### src/rtl/regfile_writeback_arbiter_if.sv
// Bus between the execute/memory stages and the register-file write-back arbiter.
// The master side produces results. The slave side is the arbiter.
interface regfile_writeback_arbiter_if #(
   parameter int ADDRESS_WIDTH = 5,
   parameter int DATA_WIDTH    = 32,
   parameter int FIFO_DEPTH    = 4
);
   localparam int COUNT_WIDTH = $clog2(FIFO_DEPTH) + 1;

   // Single-cycle ALU result path. It has no back-pressure.
   logic                     alu_valid;
   logic [ADDRESS_WIDTH-1:0] alu_rd;
   logic [DATA_WIDTH-1:0]    alu_data;
   logic                     alu_hold;

   // Long-latency result path, which uses a valid/ready handshake.
   logic                     mem_valid;
   logic                     mem_ready;
   logic [ADDRESS_WIDTH-1:0] mem_rd;
   logic [DATA_WIDTH-1:0]    mem_data;

   // Register file write port and status outputs.
   logic                     reg_write;
   logic [ADDRESS_WIDTH-1:0] reg_waddr;
   logic [DATA_WIDTH-1:0]    reg_wdata;
   logic [COUNT_WIDTH-1:0]   fifo_count;
   logic                     proto_err;

   modport master (
      output alu_valid, alu_rd, alu_data, mem_valid, mem_rd, mem_data,
      input  alu_hold, mem_ready, reg_write, reg_waddr, reg_wdata, fifo_count, proto_err
   );

   modport slave (
      input  alu_valid, alu_rd, alu_data, mem_valid, mem_rd, mem_data,
      output alu_hold, mem_ready, reg_write, reg_waddr, reg_wdata, fifo_count, proto_err
   );
endinterface

### src/rtl/regfile_writeback_arbiter.sv
// Write-back arbiter for the single register-file write port.
// ALU results always win arbitration. Long-latency results queue in an in-order FIFO.
// A starvation counter raises alu_hold so that the FIFO head is eventually written.
module regfile_writeback_arbiter #(
   parameter int ADDRESS_WIDTH = 5,
   parameter int DATA_WIDTH    = 32,
   parameter int FIFO_DEPTH    = 4,
   parameter int STARVE_LIMIT  = 8
) (
   input logic                         clock,
   input logic                         reset,
   regfile_writeback_arbiter_if.slave  bus_io
);
   localparam int PTR_W    = $clog2(FIFO_DEPTH);
   localparam int CNT_W    = PTR_W + 1;
   localparam int STARVE_W = $clog2(STARVE_LIMIT + 1);

   // FIFO storage and pointers. Occupancy tells a full FIFO apart from an empty one.
   logic [ADDRESS_WIDTH-1:0] rd_mem   [FIFO_DEPTH];
   logic [DATA_WIDTH-1:0]    data_mem [FIFO_DEPTH];
   logic [PTR_W-1:0]         wr_ptr_q, wr_ptr_d;
   logic [PTR_W-1:0]         rd_ptr_q, rd_ptr_d;
   logic [CNT_W-1:0]         count_q,  count_d;

   logic [STARVE_W-1:0]      starve_q, starve_d;
   logic                     alu_hold_q, alu_hold_d;
   logic                     proto_err_q, proto_err_d;

   logic                     reg_write_q, reg_write_d;
   logic [ADDRESS_WIDTH-1:0] reg_waddr_q, reg_waddr_d;
   logic [DATA_WIDTH-1:0]    reg_wdata_q, reg_wdata_d;

   logic alu_req, fifo_req, mem_ready, push, pop;

   // Request decode. Writes to x0 are discarded at the door.
   assign alu_req   = bus_io.alu_valid && (bus_io.alu_rd != '0);
   assign fifo_req  = (count_q != '0);
   assign mem_ready = (count_q != CNT_W'(FIFO_DEPTH));
   assign push      = bus_io.mem_valid && mem_ready && (bus_io.mem_rd != '0);
   assign pop       = !alu_req && fifo_req;

   // Next-state computation for the FIFO bookkeeping, arbitration, and starvation control.
   always_comb begin
      // NOTE: every always_comb target gets a default first so no latch can be inferred.
      wr_ptr_d    = wr_ptr_q;
      rd_ptr_d    = rd_ptr_q;
      count_d     = count_q + CNT_W'(push) - CNT_W'(pop);
      reg_write_d = 1'b0;
      reg_waddr_d = reg_waddr_q;
      reg_wdata_d = reg_wdata_q;
      starve_d    = starve_q;
      alu_hold_d  = alu_hold_q;
      proto_err_d = proto_err_q || (bus_io.alu_valid && alu_hold_q);

      if (push) begin
         wr_ptr_d = wr_ptr_q + PTR_W'(1);
      end

      if (alu_req) begin
         reg_write_d = 1'b1;
         reg_waddr_d = bus_io.alu_rd;
         reg_wdata_d = bus_io.alu_data;
      end else if (pop) begin
         reg_write_d = 1'b1;
         reg_waddr_d = rd_mem[rd_ptr_q];
         reg_wdata_d = data_mem[rd_ptr_q];
         rd_ptr_d    = rd_ptr_q + PTR_W'(1);
      end

      // The counter measures how long the current head has been losing to the ALU.
      if (pop || !fifo_req) begin
         starve_d = '0;
      end else if (alu_req && (starve_q != STARVE_W'(STARVE_LIMIT))) begin
         starve_d = starve_q + STARVE_W'(1);
      end

      if (pop) begin
         alu_hold_d = 1'b0;
      end else if (starve_d == STARVE_W'(STARVE_LIMIT)) begin
         alu_hold_d = 1'b1;
      end
   end

   // Control state register. Reset discards any queued entries.
   always_ff @(posedge clock or posedge reset) begin
      if (reset) begin
         wr_ptr_q    <= '0;
         rd_ptr_q    <= '0;
         count_q     <= '0;
         starve_q    <= '0;
         alu_hold_q  <= 1'b0;
         proto_err_q <= 1'b0;
         reg_write_q <= 1'b0;
         reg_waddr_q <= '0;
         reg_wdata_q <= '0;
      end else begin
         // NOTE: sequential state uses non-blocking assignments so every register samples pre-edge values.
         wr_ptr_q    <= wr_ptr_d;
         rd_ptr_q    <= rd_ptr_d;
         count_q     <= count_d;
         starve_q    <= starve_d;
         alu_hold_q  <= alu_hold_d;
         proto_err_q <= proto_err_d;
         reg_write_q <= reg_write_d;
         reg_waddr_q <= reg_waddr_d;
         reg_wdata_q <= reg_wdata_d;
      end
   end

   // FIFO payload write on an accepted non-x0 push.
   always_ff @(posedge clock) begin
      // NOTE: the payload array has no reset. Occupancy alone decides which entries are valid.
      if (push) begin
         rd_mem[wr_ptr_q]   <= bus_io.mem_rd;
         data_mem[wr_ptr_q] <= bus_io.mem_data;
      end
   end

   assign bus_io.mem_ready  = mem_ready;
   assign bus_io.fifo_count = count_q;
   assign bus_io.alu_hold   = alu_hold_q;
   assign bus_io.proto_err  = proto_err_q;
   assign bus_io.reg_write  = reg_write_q;
   assign bus_io.reg_waddr  = reg_waddr_q;
   assign bus_io.reg_wdata  = reg_wdata_q;
endmodule

### src/flat_wrapper.sv
// flat-port wrapper written by rule: the top's interface ports become plain ports
module regfile_writeback_arbiter_flat 
#(
   parameter int ADDRESS_WIDTH = 5,
   parameter int DATA_WIDTH    = 32,
   parameter int FIFO_DEPTH    = 4,
   parameter int STARVE_LIMIT  = 8
)
  (clock, reset, bus_io_alu_valid, bus_io_alu_rd, bus_io_alu_data, bus_io_mem_valid, bus_io_mem_rd, bus_io_mem_data, bus_io_alu_hold, bus_io_mem_ready, bus_io_reg_write, bus_io_reg_waddr, bus_io_reg_wdata, bus_io_fifo_count, bus_io_proto_err);
  regfile_writeback_arbiter_if #(.ADDRESS_WIDTH(ADDRESS_WIDTH), .DATA_WIDTH(DATA_WIDTH), .FIFO_DEPTH(FIFO_DEPTH)) bus_io_i ();
  input logic clock;
  input logic reset;
  input wire logic [$bits(bus_io_i.alu_valid)-1:0] bus_io_alu_valid;
  input wire logic [$bits(bus_io_i.alu_rd)-1:0] bus_io_alu_rd;
  input wire logic [$bits(bus_io_i.alu_data)-1:0] bus_io_alu_data;
  input wire logic [$bits(bus_io_i.mem_valid)-1:0] bus_io_mem_valid;
  input wire logic [$bits(bus_io_i.mem_rd)-1:0] bus_io_mem_rd;
  input wire logic [$bits(bus_io_i.mem_data)-1:0] bus_io_mem_data;
  output wire logic [$bits(bus_io_i.alu_hold)-1:0] bus_io_alu_hold;
  output wire logic [$bits(bus_io_i.mem_ready)-1:0] bus_io_mem_ready;
  output wire logic [$bits(bus_io_i.reg_write)-1:0] bus_io_reg_write;
  output wire logic [$bits(bus_io_i.reg_waddr)-1:0] bus_io_reg_waddr;
  output wire logic [$bits(bus_io_i.reg_wdata)-1:0] bus_io_reg_wdata;
  output wire logic [$bits(bus_io_i.fifo_count)-1:0] bus_io_fifo_count;
  output wire logic [$bits(bus_io_i.proto_err)-1:0] bus_io_proto_err;
  assign bus_io_i.alu_valid = bus_io_alu_valid;
  assign bus_io_i.alu_rd = bus_io_alu_rd;
  assign bus_io_i.alu_data = bus_io_alu_data;
  assign bus_io_i.mem_valid = bus_io_mem_valid;
  assign bus_io_i.mem_rd = bus_io_mem_rd;
  assign bus_io_i.mem_data = bus_io_mem_data;
  assign bus_io_alu_hold = bus_io_i.alu_hold;
  assign bus_io_mem_ready = bus_io_i.mem_ready;
  assign bus_io_reg_write = bus_io_i.reg_write;
  assign bus_io_reg_waddr = bus_io_i.reg_waddr;
  assign bus_io_reg_wdata = bus_io_i.reg_wdata;
  assign bus_io_fifo_count = bus_io_i.fifo_count;
  assign bus_io_proto_err = bus_io_i.proto_err;
  regfile_writeback_arbiter #(.ADDRESS_WIDTH(ADDRESS_WIDTH), .DATA_WIDTH(DATA_WIDTH), .FIFO_DEPTH(FIFO_DEPTH), .STARVE_LIMIT(STARVE_LIMIT)) u_core (.clock(clock), .reset(reset), .bus_io(bus_io_i));
endmodule
### config.mk
export PLATFORM = sky130hd
export DESIGN_NAME = regfile_writeback_arbiter_flat
export DESIGN_NICKNAME = d
export VERILOG_FILES = /design/src/rtl/regfile_writeback_arbiter_if.sv /design/src/rtl/regfile_writeback_arbiter.sv /design/src/flat_wrapper.sv
export SDC_FILE = /design/constraint.sdc
export NUM_CORES = 1
export LEC_CHECK = 0
export ABC_AREA = 0
export ABC_CLOCK_PERIOD_IN_PS = 2500
export CAP_MARGIN = 20
export CORE_MARGIN = 2
export CORE_UTILIZATION = 45
export DETAILED_ROUTE_END_ITERATION = 12
export PLACE_DENSITY = 0.8
export SLEW_MARGIN = 40
export SYNTH_ARGS = -nofsm -noshare
export SYNTH_HDL_FRONTEND = slang
export SYNTH_SLANG_ARGS = --single-unit
### constraint.sdc
create_clock -name clock -period 2.5 [get_ports clock]
set_input_delay 0.375 -clock clock [delete_from_list [all_inputs] [get_ports clock]]
set_output_delay 0.375 -clock clock [all_outputs]
set_load 0.005 [all_outputs]
==> reports/summary.log <==
[floorplan] starting density of the core 0.455
[setup_path] crit-path max FO 2
[floorplan] number of cell rows 48
[routing] total via count in the routed design 4586
[yosys] library cell with the highest instance count after synthesis sky130_fd_sc_hd__edfxtp_1
[floorplan] Die Outline Area 18400 sq um
[sta] final hold viol count 0
[global_routing] GRT Total Usage 0.189
[floorplan] num ports 122
[clocking] cts bufs inserted 17
[yosys] synthesized netlist net count 559
[clocking] later-pin clock latency in the skew report 0.43 ns
[yosys] count of mapped cells out of synthesis 472
[sta] RSZ-0062 raised after global routing no
[placement] PortBufs 121
[sta] transition time at the pin with the least slew margin 0.806 ns
[yosys] library cell with the largest summed area after synthesis sky130_fd_sc_hd__edfxtp_1
[clocking] register clock-pin slew on the reported worst setup and hold paths 0.07 ns
[routing] met1 wire length 6450 um
[setup_path] r2r setup slk 0.20 ns
[setup_path] FF-to-FF End u_core.bus_io.fifo_count[2]
[finish] layout-stage area growth over the synthesis result 30.3%
[finish] non-filler instance count after layout 847
[routing] Initial DRC Count 290
[global_routing] vias in the first global route 4792
[setup_path] Worst EP arrival 2.79 ns
[clocking] CTS H-tree depth 4
[setup_path] crit start category input port
[clocking] number of buffers added for setup after CTS 0
[sta] Setup Viol. Count Final 0
[setup_path] crit end category register
[yosys] share of synthesized flip-flops with an asynchronous set or reset 0.256
[setup_path] reg2reg path depth 8
[yosys] Yosys warnings 0
[clocking] Root Buffer Master sky130_fd_sc_hd__clkbuf_16
[finish] final layout net count 695
[setup_path] critical path required time 2.85 ns
[clocking] Clock Sinks 199
[routing] total wire length after detailed routing 16400 um
[yosys] proportion of netlist area held by the largest area contributor 0.571
[sta] aggregate negative setup slack 0 ns
[routing] met3 wirelength from detailed routing 884 um
[clocking] number of buffers between clock root and the deepest sink 2
[sta] final worst-path cycle share 0.977
[yosys] synthesized area divided by synthesized cell count 16.5 sq um
[yosys] most frequently used flop master after synthesis sky130_fd_sc_hd__edfxtp_1
[sta] Fmax achieved 410 MHz
[power] power per unit of standard cell area 1110 nW/um^2
[floorplan] DIE WIDTH 135 um
[status] result of the run finished, final reports clean
[sta] remaining max-slew budget at the tightest pin 0.463
[routing] mean number of vias per cell 5.41
[yosys] number of distinct library cell variants in the gate-level netlist after synthesis 33
[hold_path] HP Class input port to asynchronous set/reset pin
[global_routing] antenna violations before repair 1
[placement] Post-DP HPWL 10800 um
[global_routing] largest net degree at the start of global routing 81
[yosys] synthesized area 7780 sq um
[clocking] count of hold-fix buffers inserted at cts 0
[routing] routed length on met2 8710 um
[placement] gpl congestion 0.758
[clocking] Post-CTS Resized 0
[routing] number of routed nets with antenna violations 0
[setup_path] worst flop-to-flop path startpoint u_core.bus_io.fifo_count[1]
[setup_path] kind of critical path input port to register
[power] leakage 3.62 nW
[floorplan] Placeable Area 17100 sq um
[routing] Routed wire per std cell 19.3 um
[routing] total DRC errors in the routed layout 0
[global_routing] global-route wire length before repair 25700 um
[job] max cap viols 0
[yosys] number of enable flip-flop cells after synthesis 148
[placement] placed instance count 814
[sta] Post-Route Skew 0.0103 ns
[yosys] commonest cells in the netlist 148 x sky130_fd_sc_hd__edfxtp_1, 77 x sky130_fd_sc_hd__nand2_1, 51 x sky130_fd_sc_hd__dfrtp_1, 39 x sky130_fd_sc_hd__nor2_1, 37 x sky130_fd_sc_hd__mux4_2
[sta] Final Worst Setup Slack 0.0587 ns
[yosys] top cells by area in the synthesized netlist sky130_fd_sc_hd__edfxtp_1 57%, sky130_fd_sc_hd__dfrtp_1 16%, sky130_fd_sc_hd__mux4_2 11%, sky130_fd_sc_hd__nand2_1 3.7%, sky130_fd_sc_hd__a31oi_1 2.9%
[yosys] flop and latch count out of synthesis 199
[clocking] TritonCTS clock tree done
[power] worst IR drop on VDD 0.000561 V
[yosys] post-synthesis sequential area ratio 0.735
[placement] placement-stage worst setup slack -0.373 ns
[finish] ratio of cells with drive above 1 in the final layout 0.163
[routing] highest routed layer met4
[global_routing] global-route congestion overflow total 0
[routing] number of search-and-repair iterations in the first detailed-routing pass 5
[sta] final worst path period need 2.44 ns
[sta] number of max-slew violations in the final report 0
[floorplan] Die Y-Extent 135 um
==> layer usage <==
metal / vias up / global-route usage
li1: 2055 / -
met1: 2334 / 0.226
met2: 170 / 0.332
met3: 27 / 0.0449
met4: 0 / 0.0752
met5: - / 0
==> worst max-delay path: stages <==
cell and delay, ns:
sky130_fd_sc_hd__clkdlybuf4s50_1 0.44, sky130_fd_sc_hd__or4_1 0.57, sky130_fd_sc_hd__o21ai_4 0.15, sky130_fd_sc_hd__and2_1 0.18
sky130_fd_sc_hd__ha_1 0.13, sky130_fd_sc_hd__inv_1 0.04, sky130_fd_sc_hd__ha_1 0.20, sky130_fd_sc_hd__fa_1 0.38
sky130_fd_sc_hd__xnor2_1 0.18, sky130_fd_sc_hd__xnor2_1 0.13
==> sequential cells by signal, summed over array words and instances, names as in the netlist <==
name                      flops
u_core.rd_mem                20
u_core.bus_io.proto_err       1
u_core.bus_io.reg_wdata      32
u_core.bus_io.reg_write       1
u_core.bus_io.reg_waddr       5
u_core.bus_io.fifo_count      3
u_core.bus_io.alu_hold        1
u_core.wr_ptr_q               2
u_core.data_mem             128
u_core.rd_ptr_q               2
u_core.starve_q               4
==> cells by family (layout without fill, tap and decap cells) <==
family / after synthesis / in the layout / synth area share
xor+xnor: 7 / 7 / 0.00788
mux: 40 / 40 / 0.111
other cells: 0 / 1 / 0
compound gates: 46 / 46 / 0.0392
buf+inv: 37 / 186 / 0.0214
fa+ha+maj: 9 / 9 / 0.0154
simple gates: 134 / 134 / 0.0696
flops: 199 / 199 / 0.735
==> cell type report <==
cell class | count | area, sq um
tap | 225 | 282
antenna | 1 | 2.50
clock inverter | 13 | 215
timing repair buffer | 143 | 1510
inverter | 11 | 41.3
clock buffer | 19 | 453
multi-input combinational | 236 | 1910
fill | 1260 | 6980
sequential | 199 | 5720
==> stage by stage <==
stage	hold slack [ns]	utilization	cell area, sq um	power, W
after global placement	0.438	0.553	9470	0.00815
after detailed placement	0.465	0.553	9470	0.00832
after CTS	0.347	0.592	10100	0.0114
final	0.340	0.592	10100	0.0112
after floorplan	0.451	-	7780	0.00670
after global routing	0.378	0.592	10100	0.0118
==> cell usage in the layout (no fill, tap or decap), types with 2 or more instances in the layout <==
cell type / count
sky130_fd_sc_hd__clkbuf_16: 17
sky130_fd_sc_hd__nand3_1: 4
sky130_fd_sc_hd__mux2i_1: 2
sky130_fd_sc_hd__dfrtp_1: 49
sky130_fd_sc_hd__nand2_1: 77
sky130_fd_sc_hd__or4_1: 2
sky130_fd_sc_hd__buf_12: 11
sky130_fd_sc_hd__clkinv_2: 2
sky130_fd_sc_hd__dfrtp_2: 2
sky130_fd_sc_hd__edfxtp_1: 148
sky130_fd_sc_hd__a31oi_1: 36
sky130_fd_sc_hd__inv_8: 2
sky130_fd_sc_hd__clkbuf_8: 2
sky130_fd_sc_hd__clkinvlp_4: 2
sky130_fd_sc_hd__xnor2_1: 5
sky130_fd_sc_hd__nor2_1: 39
sky130_fd_sc_hd__mux4_2: 37
sky130_fd_sc_hd__nor3_1: 3
sky130_fd_sc_hd__xor2_1: 2
sky130_fd_sc_hd__ha_1: 8
sky130_fd_sc_hd__clkdlybuf4s50_1: 121
sky130_fd_sc_hd__and2_2: 4
sky130_fd_sc_hd__inv_1: 10
sky130_fd_sc_hd__buf_4: 11
sky130_fd_sc_hd__bufinv_16: 5
==> worst max-delay path by stage <==
stage / start / depth (start not counted) / to / slack (ns)
after floorplan: bus_io_alu_rd[4] / 9 / u_core.bus_io.fifo_count[2] / 0.07
after global placement: bus_io_alu_rd[4] / 10 / u_core.bus_io.fifo_count[2] / -0.29
after detailed placement: bus_io_alu_rd[0] / 10 / u_core.bus_io.fifo_count[2] / -0.37
after CTS: bus_io_alu_rd[0] / 10 / u_core.bus_io.fifo_count[2] / 0.07
after global routing: bus_io_alu_rd[0] / 10 / u_core.bus_io.fifo_count[2] / 0.003
final: bus_io_alu_rd[0] / 10 / u_core.bus_io.fifo_count[2] / 0.06
==> power by group <==
group          leakage [nW]  switching (W)  total (W)  internal, W
combinational          1.35        0.00158    0.00342      0.00184
sequential             1.94       0.000380    0.00478      0.00440
clock                 0.323        0.00120    0.00304      0.00184
total                  3.62        0.00316     0.0112      0.00809
(Power assumes the default switching activity.)
